**config.mk**
```make
export PLATFORM = sky130hd
export DESIGN_NAME = serv_wb_arbiter
export DESIGN_NICKNAME = d
export VERILOG_FILES = /design/src/rtl/serv_wb_arbiter_pkg.sv /design/src/rtl/serv_arb_wdt.sv /design/src/rtl/serv_wb_arbiter.sv
export SDC_FILE = /design/constraint.sdc
export NUM_CORES = 1
export LEC_CHECK = 0
export ABC_AREA = 1
export BUFFER_PORTS_ARGS = -buffer_cell sky130_fd_sc_hd__buf_2
export CAP_MARGIN = 20
export CORE_AREA = 10 10 100 102
export DETAILED_ROUTE_END_ITERATION = 6
export DIE_AREA = 0 0 110 112
export PLACE_DENSITY = 0.63
export SLEW_MARGIN = 15
export SYNTH_ARGS = -nofsm -noshare
export SYNTH_HDL_FRONTEND = slang
export SYNTH_HIERARCHICAL = 1
export SYNTH_SLANG_ARGS = --single-unit
```
**constraint.sdc**
```tcl
create_clock -name i_clk -period 3.1 [get_ports i_clk]
set_clock_uncertainty 0.1 [all_clocks]
set_input_delay 0.155 -clock i_clk [delete_from_list [all_inputs] [get_ports i_clk]]
set_output_delay 0.155 -clock i_clk [all_outputs]
set_load 0.005 [all_outputs]
```
**src/rtl/serv_wb_arbiter_pkg.sv**
```systemverilog
// Shared definitions for the SERV Wishbone arbiter: state encoding and
// one-hot grant constants.
package serv_wb_arbiter_pkg;

    // The state encoding is chosen so that each state value is already the
    // one-hot grant pattern for that owner.
    typedef enum logic [1:0] {
        ST_IDLE = 2'b00,
        ST_IBUS = 2'b01,
        ST_DBUS = 2'b10
    } arb_state_t;

    localparam logic [1:0] GRANT_NONE = 2'b00;
    localparam logic [1:0] GRANT_IBUS = 2'b01;
    localparam logic [1:0] GRANT_DBUS = 2'b10;

    // Map an arbiter state to its one-hot grant vector.
    function automatic logic [1:0] grant_of(input arb_state_t s);
        case (s)
            ST_IBUS: grant_of = GRANT_IBUS;
            ST_DBUS: grant_of = GRANT_DBUS;
            default: grant_of = GRANT_NONE;
        endcase
    endfunction

endpackage

```
**src/rtl/serv_arb_wdt.sv**
```systemverilog
// Bus watchdog for the SERV Wishbone arbiter. Counts owned cycles without
// an ack. o_tc flags the cycle whose increment would reach the all-ones
// count, so the caller can end the transfer in that same cycle.
module serv_arb_wdt #(
    parameter int TIMEOUT_W = 8
) (
    input  logic i_clk,
    input  logic i_rst_n,
    input  logic i_clr,
    input  logic i_en,
    output logic o_tc
);

    localparam logic [TIMEOUT_W-1:0] TC_PREV = {{(TIMEOUT_W-1){1'b1}}, 1'b0};

    logic [TIMEOUT_W-1:0] count;

    // Counter: clear has priority over increment.
    always_ff @(posedge i_clk or negedge i_rst_n) begin
        if (!i_rst_n) begin
            count <= '0;
        end else if (i_clr) begin
            count <= '0;
        end else if (i_en) begin
            count <= count + 1'b1;
        end
    end

    assign o_tc = i_en && (count == TC_PREV);

endmodule

```
**src/rtl/serv_wb_arbiter.sv**
```systemverilog
// Two-master Wishbone arbiter for SERV: instruction bus (read-only) and
// data bus share one slave port. Round-robin or fixed dbus priority.
// Optional bus watchdog enabled by defining SERV_ARB_TIMEOUT_EN.
module serv_wb_arbiter
    import serv_wb_arbiter_pkg::*;
#(
    parameter int TIMEOUT_W = 8,
    parameter int RR_EN     = 1
) (
    input  logic        i_clk,
    input  logic        i_rst_n,
    input  logic [31:0] i_ibus_adr,
    input  logic        i_ibus_cyc,
    output logic [31:0] o_ibus_rdt,
    output logic        o_ibus_ack,
    output logic        o_ibus_err,
    input  logic [31:0] i_dbus_adr,
    input  logic [31:0] i_dbus_dat,
    input  logic [3:0]  i_dbus_sel,
    input  logic        i_dbus_we,
    input  logic        i_dbus_cyc,
    output logic [31:0] o_dbus_rdt,
    output logic        o_dbus_ack,
    output logic        o_dbus_err,
    output logic [31:0] o_wb_adr,
    output logic [31:0] o_wb_dat,
    output logic [3:0]  o_wb_sel,
    output logic        o_wb_we,
    output logic        o_wb_cyc,
    output logic        o_wb_stb,
    input  logic [31:0] i_wb_rdt,
    input  logic        i_wb_ack,
    output logic [1:0]  o_grant
);

    arb_state_t state, state_next;
    logic       last_dbus, last_dbus_next;
    logic       own_ibus, own_dbus, owned;
    logic       ack_owned;
    logic       timeout;

    assign own_ibus  = (state == ST_IBUS);
    assign own_dbus  = (state == ST_DBUS);
    assign owned     = own_ibus | own_dbus;

    // Cycle falls the moment the owner drops cyc, without waiting for the FSM.
    assign o_wb_cyc  = (own_ibus & i_ibus_cyc) | (own_dbus & i_dbus_cyc);
    assign o_wb_stb  = o_wb_cyc;
    assign ack_owned = i_wb_ack & o_wb_cyc;

    assign o_ibus_ack = ack_owned & own_ibus;
    assign o_dbus_ack = ack_owned & own_dbus;
    // Read data is broadcast, but held at zero while reset is asserted.
    assign o_ibus_rdt = i_rst_n ? i_wb_rdt : 32'h0;
    assign o_dbus_rdt = i_rst_n ? i_wb_rdt : 32'h0;
    assign o_grant    = grant_of(state);

`ifdef SERV_ARB_TIMEOUT_EN
    logic wdt_tc;

    serv_arb_wdt #(
        .TIMEOUT_W (TIMEOUT_W)
    ) u_wdt (
        .i_clk   (i_clk),
        .i_rst_n (i_rst_n),
        .i_clr   (~owned | ack_owned),
        .i_en    (owned & ~ack_owned),
        .o_tc    (wdt_tc)
    );

    // An ack in the terminal cycle wins over the timeout.
    assign timeout    = wdt_tc & o_wb_cyc & ~ack_owned;
    assign o_ibus_err = timeout & own_ibus;
    assign o_dbus_err = timeout & own_dbus;
`else
    logic [TIMEOUT_W-1:0] unused_timeout_w;

    assign unused_timeout_w = '0;
    assign timeout          = 1'b0;
    assign o_ibus_err       = 1'b0;
    assign o_dbus_err       = 1'b0;
`endif

    // Slave port mux: drive from the owner, zero when idle.
    always_comb begin
        o_wb_adr = 32'h0;
        o_wb_dat = 32'h0;
        o_wb_sel = 4'h0;
        o_wb_we  = 1'b0;
        if (own_ibus) begin
            o_wb_adr = i_ibus_adr;
            o_wb_sel = 4'b1111;
        end else if (own_dbus) begin
            o_wb_adr = i_dbus_adr;
            o_wb_dat = i_dbus_dat;
            o_wb_sel = i_dbus_sel;
            o_wb_we  = i_dbus_we;
        end
    end

    // Next-state and last-granted logic; owners are never preempted.
    always_comb begin
        state_next     = state;
        last_dbus_next = last_dbus;
        case (state)
            ST_IDLE: begin
                if (i_ibus_cyc && i_dbus_cyc) begin
                    state_next = ((RR_EN != 0) && last_dbus) ? ST_IBUS : ST_DBUS;
                end else if (i_ibus_cyc) begin
                    state_next = ST_IBUS;
                end else if (i_dbus_cyc) begin
                    state_next = ST_DBUS;
                end
                if (state_next == ST_DBUS) begin
                    last_dbus_next = 1'b1;
                end else if (state_next == ST_IBUS) begin
                    last_dbus_next = 1'b0;
                end
            end
            ST_IBUS: begin
                if (!i_ibus_cyc || ack_owned || timeout) begin
                    state_next = ST_IDLE;
                end
            end
            ST_DBUS: begin
                if (!i_dbus_cyc || ack_owned || timeout) begin
                    state_next = ST_IDLE;
                end
            end
            default: state_next = ST_IDLE;
        endcase
    end

    // State register; reset forces idle with ibus as last granted.
    always_ff @(posedge i_clk or negedge i_rst_n) begin
        if (!i_rst_n) begin
            state     <= ST_IDLE;
            last_dbus <= 1'b0;
        end else begin
            state     <= state_next;
            last_dbus <= last_dbus_next;
        end
    end

endmodule

```
**Yosys cells after proc, flatten, opt, wreduce, memory -nomap -nowiden**

Cells that the tools add are included.
W data, S select, Z words.

- Eq/ne operators: 6
- Multiplexer cells: 20
- Reductions and logical operators: 9
- Bitwise operators: 6

Operator list:

| kind | number |
|---|---|
| $mux W32 | 5 |
| $mux W2 | 7 |
| $mux W4 | 2 |
| $pmux W2 S3 | 1 |
| $and A1 B1 Y1 | 5 |
| $eq A2 B1 Y1 const B | 2 |
| $eq A2 B2 Y1 const B | 2 |
| $mux W1 | 4 |
| $ne A2 B1 Y1 const B | 2 |
| $pmux W2 S2 | 1 |
| $reduce_and A2 Y1 | 2 |
| $logic_not A1 Y1 | 2 |
| $logic_not A2 Y1 | 1 |
| $logic_or A1 B1 Y1 | 2 |
| $reduce_bool A2 Y1 | 1 |
| $logic_and A1 B1 Y1 | 1 |
| $or A1 B1 Y1 | 1 |

- Logic and storage cells: 43
- Output and inout bits: 141
- Flip-flop bits (word level): 3

**Longest topological paths before layout**

- Depth after elaboration: 7
- Mapped depth: 8
- Mapped depth without buffers: 8

**Least setup slack after synthesis**

Ideal clock, no wire load.

- Kind: register -> register
- From: register last_dbus
- To: register last_dbus
- Clock period less this slack: 1,310 ps
- Required time: 2,874 ps
- Arrival: 1,084 ps
- Slack: 1,790 ps
- Path buffers: 0
- Setup time: 126 ps
- Cell stages (with the launch flop): 9
- Cells stage by stage: dfrtp_1 inv_1 nand2_1 nand2_1 inv_1 a21oi_1 ha_1 nor3_1 o21ai_0

- Word-level cells in the longest chain between the ends: 6
- Elaborated cells on any way between the ends: 8
- Classes of those cells: 2 x eq/ne; 4 x mux; 2 x reduce/logical

Ends and longest elaborated chain:

| item | RTL line | RTL |
|---|---|---|
| from (decl) | serv_wb_arbiter.sv:37 | `logic last_dbus, last_dbus_next;` |
| from (signal assigned) | serv_wb_arbiter.sv:141 | `last_dbus <= last_dbus_next;` |
| $mux W2 * | serv_wb_arbiter.sv:108 | `state_next = ((RR_EN != 0) && last_dbus) ? ST_IBUS : ST_DBUS;` |
| $mux W2 * | serv_wb_arbiter.sv:107 | `if (i_ibus_cyc && i_dbus_cyc) begin` |
| $mux W2 * | serv_wb_arbiter.sv:105 | `case (state)` |
| $eq A2 B2 Y1 or $eq A2 B1 Y1 (tied branches) | serv_wb_arbiter.sv:114, serv_wb_arbiter.sv:116 |  |
| $reduce_bool A2 Y1 (no source line) | -- |  |
| $reduce_and A2 Y1 (no source line) | -- |  |

Mark *: on every way between the ends. The rest lies on a longest branch, timed or not. The select of a mux whose other input is x is not followed.
A chain may end at the register's enable or synchronous reset.

**Final worst setup path**

- From: register state[0]
- To: output o_wb_adr[26]

- Word-level cells in the longest chain between the ends: 3
- Elaborated cells on any way between the ends: 4
- Classes of those cells: 2 x eq/ne; 2 x mux

Ends and longest elaborated chain:

| item | RTL line | RTL |
|---|---|---|
| from (decl) | serv_wb_arbiter.sv:36 | `arb_state_t state, state_next;` |
| from (signal assigned) | serv_wb_arbiter.sv:140 | `state <= state_next;` |
| $eq A2 B2 Y1 | serv_wb_arbiter.sv:43 | `assign own_dbus = (state == ST_DBUS);` |
| $mux W32 | serv_wb_arbiter.sv:93 | `end else if (own_dbus) begin` |
| $mux W32 * | serv_wb_arbiter.sv:90 | `if (own_ibus) begin` |
| to (decl) | serv_wb_arbiter.sv:25 | `output logic [31:0] o_wb_adr,` |

Mark *: on every way between the ends. The rest lies on a longest branch, timed or not.

==> flow_summary.yaml <==
cts:
  cts_resized: 0
  cts_tree: "done"
  clk_pin_slew_ns: 0.03
  ctsHoldBuffers: 1
  postCtsSetupRepairBufs: 0
  cts_buffers: 3
  cts_buffer_depth: 2
  htreeDepth: 1
  cts_root_buffer: "clkbuf_8"
  insertion_delay_ns: 0.21
  cts_sinks: 3
synthesis:
  synth-xor-area-share_pct: 0
  yosysWarnings: 6
  synth_top_family_by_area: "simple AND/OR/NAND/NOR gates"
  syn_inst: 318
  synthSimpleGateAreaFrac_pct: 50.26
  synthAdderAreaFrac_pct: 0.8547
  synth.cell_area_um2: 1464
  synth_area_leaders: "nand2_1 (37%), buf_4 (19%), inv_1 (18%)"
  synth_compound_gate_area_share_pct: 1.026
  ys_types: 17
  yosysTopAreaCellShare_pct: 36.92
  ys_seq_area_share_pct: 5.128
  muxShareOfSynthArea_pct: 0
  synth.avg_cell_area_um2: 4.603
  synth_top_area_cell: "nand2_1"
  synth-seq-cells: 3
placement:
  place.gp.congestion: 0.9080
  port_buffers: 276
  place_hpwl_um: 7866
worst_setup_path:
  cp_top_family: "buffers and inverters"
  cp_cell_sequence: "inv_2 -> nor2_4 -> buf_4 -> nand2_1 -> nand2_1 -> buf_2"
  critPathMaxStageDelay_ns: 0.46
  arrival_ns: 1.60
  cpMostUsedCell: "nand2_1"
  path_buf_inv: 3
  cp-start-kind: "register"
  cp.required_ns: 2.84
  worst_path_max_delay_cell: "dfrtp_1"
  crit_fanout: 21
  end_kind: "primary output"
  worstSetupPathType: "reg -> out"
routing:
  via_count: 2510
  via_per_inst: 3.809
  wl_met3_um: 1251
  drt_iter0_drc: 126
  wl_met1_um: 2975
  post_drt_wl_per_cell_um: 13.25
  top_layer: "met4"
  met2_length_um: 4418
  dr.pass1.iters: 4
  ant_nets: 0
  finalWirelength_um: 8729
  drcViolationCount: 0
timing:
  fin_crit_ns: 1.856
  tns_ns: 0
  drv_slew: 0
  min_period_over_period_pct: 59.86
  max_freq_mhz: 538.9
  final-setup-viol-count: 0
  grt_setup_unrepaired: "no"
  worstMarginPinSlew_ns: 0.5553
  hold_viol: 0
  max-slew-margin-rel_pct: 62.98
power_and_ir_drop:
  pwr_density_cell_nw_per_um2: 453.8
  peakVddDrop_uv: 189.3
  p_total_uw: 1226
  leakagePower_uw: 0.002260
global_route:
  grt.overflow.total: 0
  grt_pass1_vias: 2562
  grt_pass1_wl_um: 12570
  grt_antenna_before_repair: 0
  grt_use_total_pct: 12.29
  grt_max_degree: 36
final_layout:
  regArea_um2: 75.07
  multi_input_area_um2: 770.7
  fill_cells: 932
  final_layout_size_suffix_gt1_share_pct: 51.62
  antennaDiodeCount: 0
  syn_to_final_growth_pct: 84.62
  nets: 694
run_status:
  status: "finished clean"
die:
  core_area_um2: 8051
  die_h_um: 112
  start_util_pct: 18.18
  rows: 33
  die_area_um2: 12320
  num_io_pins: 279
  die_x_um: 110
run:
  maxCapViolations: 0
hold_path:
  holdCritPathClass: "in -> reg"
cells in the mapped netlist:
master    instances
dfrtp_1           3
nand2_1         144
a21oi_1           2
o21ai_0           1
nor3_1            1
buf_6             3
buf_4            37
clkbuf_1          3
nor2_4            2
nand3_1           5
buf_2             5
nor2_1           36
inv_2             3
ha_1              1
nand3b_1          1
conb_1            1
inv_1            70
logic make-up after synthesis:
logic type	count (synthesis)
AOI/OAI and AO/OA	3
adders and majority gates	1
buffers and inverters	121
DFF	3
other	1
and+or+nand+nor	189
layout make-up:
type	instances	share of cell area, %
multi-input cells	195	28.52
well taps	105	4.861
inverters	73	10.14
repair buffers	279	52.04
clock buffers	4	1.667
flip-flops and latches	3	2.778
final timing paths:
kind                                        from                     to  slack [ns]  cells after the start
min                                   i_ibus_cyc   state[0]$_DFFE_PN0P_        0.12                      3
min reg2reg                last_dbus$_DFFE_PN0P_  last_dbus$_DFFE_PN0P_        0.44                      2
min in group asynchronous                i_rst_n   state[0]$_DFFE_PN0P_        0.39                      2
max in group asynchronous                i_rst_n  last_dbus$_DFFE_PN0P_        2.14                      2
max                         state[0]$_DFFE_PN0P_           o_wb_adr[26]        1.24                      6
max reg2reg                 state[1]$_DFFE_PN0P_   state[1]$_DFFE_PN0P_        1.66                      5
stage by stage:
| step | hold slack (ns) | util, % | area (µm²) | std cells | worst slack (ns) |
|---|---|---|---|---|---|
| 3_3_place_gp | 0.05260 | 32.88 | 2648 | 654 | 1.479 |
| 4_1_cts | 0.1149 | 33.57 | 2703 | 659 | 1.223 |
| 5_1_grt | 0.1656 | 33.57 | 2703 | 659 | 1.060 |
| 3_5_place_dp | 0.06601 | 32.88 | 2648 | 654 | 1.452 |
| 6_report | 0.1191 | 33.57 | 2703 | 659 | 1.244 |
| 2_1_floorplan | -0.2406 | - | 1468 | 319 | 1.790 |
worst min-delay path, stage by stage:
cell and delay (ns):
buf_2 0.11, nand3_1 0.07, nand2_1 0.06
flip-flops by register name, indices dropped and copies added, names as in the netlist:
| register | flops |
|---|---|
| last_dbus | 1 |
| state | 2 |
placed cells by master (no fill, tap or decap), types with 2 or more instances in the layout:
cell type | synthesis | final
a21oi_1 | 2 | 2
buf_2 | 5 | 276
buf_4 | 37 | 2
clkbuf_8 | 0 | 3
conb_1 | 1 | 2
dfrtp_1 | 3 | 3
inv_1 | 70 | 70
inv_2 | 3 | 3
nand2_1 | 144 | 144
nand3_1 | 5 | 5
nor2_1 | 36 | 36
nor2_4 | 2 | 2
power breakdown:
group          switching, µW  internal, µW
clock                   24.3          87.5
combinational            595           442
sequential              22.7          55.0
layer usage:
layer	vias to the layer above	global-route usage (%)
met3	8	4.960
li1	1316	-
met2	163	23.45
met1	1023	11.81
met5	-	0
met4	0	2.604
Note: power is estimated with default switching activity, not from simulation.
